### config.mk
export PLATFORM = sky130hd
export DESIGN_NAME = multi_pattern_seq_detector
export DESIGN_NICKNAME = d
export VERILOG_FILES = /design/src/rtl/multi_pattern_seq_detector.sv
export SDC_FILE = /design/constraint.sdc
export NUM_CORES = 1
export LEC_CHECK = 0
export CORE_MARGIN = 2
export CORE_UTILIZATION = 68
export CTS_CLUSTER_SIZE = 24
export DETAILED_ROUTE_END_ITERATION = 16
export DONT_BUFFER_PORTS = 1
export PLACE_DENSITY = 0.86
export SLEW_MARGIN = 20
export SYNTH_ARGS = -nofsm -noshare
export SYNTH_HDL_FRONTEND = slang
export SYNTH_SLANG_ARGS = --single-unit
### constraint.sdc
create_clock -name clk -period 12.2 [get_ports clk]
set_input_delay 2.44 -clock clk [delete_from_list [all_inputs] [get_ports clk]]
set_output_delay 2.44 -clock clk [all_outputs]
set_load 0.03 [all_outputs]
### src/rtl/multi_pattern_seq_detector.sv
// Serial pattern detector with NUM_PAT run-time programmable slots of up to MAX_LEN bits.
// Optional build macro NON_OVERLAP_EN: a match restarts the fill count (non-overlapping detection).
module multi_pattern_seq_detector #(
    parameter  int MAX_LEN = 8,
    parameter  int NUM_PAT = 4,
    parameter  int COUNT_W = 16,
    localparam int SEL_W   = $clog2(NUM_PAT),
    localparam int LEN_W   = $clog2(MAX_LEN + 1)
) (
    input  logic               clk,
    input  logic               reset,
    input  logic               in_valid,
    input  logic               in_bit,
    input  logic [SEL_W-1:0]   sel,
    input  logic               cfg_we,
    input  logic [SEL_W-1:0]   cfg_idx,
    input  logic [MAX_LEN-1:0] cfg_pat,
    input  logic [LEN_W-1:0]   cfg_len,
    output logic               seq_detected,
    output logic [COUNT_W-1:0] seq_count,
    output logic               count_sat
);

    logic [MAX_LEN-1:0] hist_q, hist_d;
    logic [LEN_W-1:0]   fill_q, fill_d;
    logic [COUNT_W-1:0] count_q, count_d;
    logic               det_q, det_d;
    logic               sat_q, sat_d;
    logic [SEL_W-1:0]   sel_q, sel_d;
    logic [MAX_LEN-1:0] pat_q [NUM_PAT];
    logic [MAX_LEN-1:0] pat_d [NUM_PAT];
    logic [LEN_W-1:0]   len_q [NUM_PAT];
    logic [LEN_W-1:0]   len_d [NUM_PAT];

    logic [MAX_LEN-1:0] win_s;
    logic [MAX_LEN-1:0] act_pat_s;
    logic [LEN_W-1:0]   act_len_s;
    logic [MAX_LEN-1:0] mask_s;
    logic [LEN_W:0]     fill_inc_s;
    logic               sel_ok_s;
    logic               cfg_ok_s;
    logic               clear_s;
    logic               match_s;

    // Window, active-slot lookup, clear/match decisions and next-state values.
    always_comb begin
        win_s      = {hist_q[MAX_LEN-2:0], in_bit};
        fill_inc_s = {1'b0, fill_q} + (LEN_W+1)'(1);
        sel_ok_s   = ({1'b0, sel} < (SEL_W+1)'(NUM_PAT));
        cfg_ok_s   = cfg_we && (cfg_len != '0) && (cfg_len <= LEN_W'(MAX_LEN))
                     && ({1'b0, cfg_idx} < (SEL_W+1)'(NUM_PAT));

        if (sel_ok_s) begin
            act_pat_s = pat_q[sel];
            act_len_s = len_q[sel];
        end else begin
            act_pat_s = '0;
            act_len_s = LEN_W'(MAX_LEN);
        end

        mask_s = '0;
        for (int i = 0; i < MAX_LEN; i++) begin
            mask_s[i] = (LEN_W'(i) < act_len_s);
        end

        // Matching uses pre-write slot contents; a write to the active slot clears instead.
        clear_s = (sel != sel_q) || (cfg_ok_s && (cfg_idx == sel));
        match_s = in_valid && !clear_s && sel_ok_s
                  && (fill_inc_s >= {1'b0, act_len_s})
                  && (((win_s ^ act_pat_s) & mask_s) == '0);

        hist_d = hist_q;
        fill_d = fill_q;
        if (in_valid) begin
            hist_d = win_s;
            if (fill_inc_s > (LEN_W+1)'(MAX_LEN)) begin
                fill_d = LEN_W'(MAX_LEN);
            end else begin
                fill_d = fill_inc_s[LEN_W-1:0];
            end
        end else begin
            hist_d = hist_q;
        end

        count_d = count_q;
        if (clear_s) begin
            fill_d  = in_valid ? LEN_W'(1) : '0;
            count_d = '0;
        end else if (match_s) begin
`ifdef NON_OVERLAP_EN
            fill_d = '0;
`endif
            if (count_q != '1) begin
                count_d = count_q + COUNT_W'(1);
            end else begin
                count_d = count_q;
            end
        end else begin
            count_d = count_q;
        end

        sat_d = !clear_s && (count_d == '1);
        det_d = match_s;
        sel_d = sel;

        pat_d = pat_q;
        len_d = len_q;
        if (cfg_ok_s) begin
            pat_d[cfg_idx] = cfg_pat;
            len_d[cfg_idx] = cfg_len;
        end else begin
            pat_d = pat_q;
        end
    end

    // State registers with synchronous active-low reset.
    always_ff @(posedge clk) begin
        if (!reset) begin
            hist_q  <= '0;
            fill_q  <= '0;
            count_q <= '0;
            det_q   <= 1'b0;
            sat_q   <= 1'b0;
            sel_q   <= '0;
            pat_q   <= '{default: '0};
            len_q   <= '{default: LEN_W'(MAX_LEN)};
        end else begin
            hist_q  <= hist_d;
            fill_q  <= fill_d;
            count_q <= count_d;
            det_q   <= det_d;
            sat_q   <= sat_d;
            sel_q   <= sel_d;
            pat_q   <= pat_d;
            len_q   <= len_d;
        end
    end

    assign seq_detected = det_q;
    assign seq_count    = count_q;
    assign count_sat    = sat_q;

endmodule

==> impl_metrics.ini <==
[logic_synthesis]
syn-cell-area_um2 = 3876
ys_seq_elements = 79
synth_fp_nets = 435
syn_area_per_cell_um2 = 9.501
synth_async_sr_flop_share_pct = 0
synth-main-ff-cell = dfxtp_1
synthDistinctLibCells = 54
yosysSeqAreaShare_pct = 40.80
synth_common_cells = 84 x nor2_1, 79 x dfxtp_1, 60 x mux2i_1
synth_top_area_share_pct = 40.80
yosys_warnings = 0
yosysMostFrequentCell = nor2_1
synth_edf_count = 0
postSynthCellCount = 408
synth_area_leaders = dfxtp_1 41%, mux2i_1 15%, nor2_1 8.1%
post-synth-top-area-cell = dfxtp_1

[sta]
setup_viol = 0
max_freq_ghz = 0.1870
hold_viol = 0
worst_pin_slew_ns = 0.8911
setup_tns_ns = 0
worst_clock_skew_ns = 0.009517
rsz0062_at_grt = no
max_slew_margin_pct = 40.41
slew_viol_final = 0
timing.hold.ws_ns = 0.4778
period_share_pct = 43.83
period_needed_ns = 5.347

[clock_tree]
cts-resized-gates = 0
cts_setup_buffers = 0
cts_tree = yes
cts_hold_buffers = 0
clock_path_buffers = 2
clkSinkCount = 79
ctsRootBufferMaster = clkbuf_8
clk_pin_slew_ns = 0.08
htree_num_levels = 3
worstSkewPairLatency_ns = 0.35
cts_buffers = 9

[setup_path]
reg2reg_to = count_sat
arrival_ns = 5.62
r2r_setup_slack_ns = 8.64
rr_worst_depth = 11
crit_family = simple AND/OR/NAND/NOR gates
critPathLaunchType = primary input
r2r-start = len_q[0]
critPathSlowestCell = or4b_1
cpPeakStageDelay_ns = 0.75
cp_num_buf_inv = 0
cp_max_fo = 16
crit_required_ns = 12.47
path_cells = mux4_2 -> ha_1 -> nand2b_1 -> nand3_1 -> a21boi_0 -> o311ai_1 -> or4b_1 -> or2_1 -> nor3_1 -> a22oi_1 -> nor4_2
endpoint_kind = flop
criticalPathCategory = primary input to flop

[final_layout]
drive_gt1_share_pct = 9.975
nNetsFinal = 423
antenna_cells = 0
syn_to_final_growth_pct = 4.971

[floorplan]
start_util_pct = 70.39
rows = 27
fp.dieW_um = 79.50
dieArea_um2 = 6320
io_pins = 39
die_h_um = 79.50
core-area_um2 = 5507

[min_path]
min_path_type = flop to flop
min_from = len_q[7]
holdPathEnd = len_q[7]
holdPathStages = 2

[global_routing]
track_usage_pct = 26.18
grt_max_degree = 54
grt_antenna_before_repair = 0
grt_pass1_vias = 2726
grt_pass1_wl_um = 12810
grt_overflow = 0

[power]
power_density_nw_per_um2 = 120.0
vdd_ir_drop_max_uv = 118.3
p_leak_nw = 1.487

[placed_design]
dpl.hpwl_um = 5308
io_buffers = 0
gp_congestion = 0.8594

[outcome]
outcome = completed

[route]
num_vias = 2825
vias_per_cell = 5.973
first_pass_iters = 4
routed_wl_um = 7618
drtAntennaViolNets = 0
drc = 0
drt-initial-drc-count = 118
wire_per_inst_um = 16.11

[flow_run]
maxCapViolations = 0
-- registers in the layout (all words and copies together) (netlist names) --
name and flops:
sel_q 2, fill_q 4, seq_detected 1, pat_q 32
hist_q 7, count_sat 1, len_q 16, seq_count 16
-- per-stage QoR --
stage | setup WS (ns) | area [um^2] | cells | utilization (%) | power, W
finish | 6.853 | 4069 | 473 | 73.89 | 0.0004881
floorplan | 6.711 | 3876 | 408 | - | 0.0002983
detailed placement | 6.474 | 3870 | 457 | 70.28 | 0.0002997
CTS | 6.847 | 4069 | 473 | 73.89 | 0.0004925
global route | 6.583 | 4069 | 473 | 73.89 | 0.0005050
global placement | 6.577 | 3870 | 457 | 70.28 | 0.0002986
-- layout make-up --
| class | instances | area, um^2 |
|---|---|---|
| tap | 72 | 90.09 |
| multi-input combinational | 296 | 2153 |
| clock inverter | 5 | 57.56 |
| sequential | 79 | 1582 |
| timing repair buffer | 2 | 15.01 |
| inverter | 8 | 30.03 |
| fill | 388 | 1438 |
| clock buffer | 11 | 141.4 |
-- report_power, final --
| part | internal (W) | switching [W] | total [W] |
|---|---|---|---|
| clock | 0.000100 | 0.0000944 | 0.000195 |
| sequential | 0.000262 | 0.00000277 | 0.000265 |
| combinational | 0.0000141 | 0.0000142 | 0.0000284 |
| total | 0.000377 | 0.000111 | 0.000488 |
-- layer usage --
layer  vias to the layer above  wire length (um)  global-route usage, %
met2                        66              3821                  44.37
met5                         -                 0                      0
met4                         0               135                  12.07
li1                       1397                 -                      -
met1                      1349              3282                  31.04
met3                        13               379                  6.674
-- cells in the final DEF, fill, tap and decap left out, types with 7 or more instances in the layout --
cell / Yosys / routed
nor2_1: 84 / 84
a21oi_1: 9 / 9
clkbuf_8: 0 / 10
nand3_1: 12 / 12
xnor2_1: 23 / 23
mux2i_1: 60 / 60
mux4_2: 11 / 11
nand2_1: 21 / 21
dfxtp_1: 79 / 79
inv_1: 7 / 7
-- worst max path at each step --
| stage | endpoint | startpoint | slack (ns) | cells past startpoint |
|---|---|---|---|---|
| finish | count_sat | sel[0] | 6.85 | 11 |
| global route | count_sat | sel[0] | 6.58 | 11 |
| CTS | count_sat | sel[0] | 6.85 | 11 |
| detailed placement | count_sat | sel[0] | 6.47 | 11 |
| global placement | count_sat | sel[0] | 6.58 | 11 |
| floorplan | count_sat | sel[0] | 6.71 | 14 |
-- tightest hold or removal path, stage by stage, from the launching register on --
cell and delay (ns):
dfxtp_1 0.33, mux2i_1 0.07, nand2_1 0.06
-- cell families after synthesis --
kind of cell	count (synthesis)	share of synthesized area, %
muxes	74	22.76
AOI/OAI and AO/OA	33	6.004
xor gates and xnor gates	27	6.101
adders and majority gates	6	1.937
buffers and inverters	33	3.776
DFF	79	40.80
and+or+nand+nor	156	18.63
No activity file was read; power rests on OpenSTA's default activity.
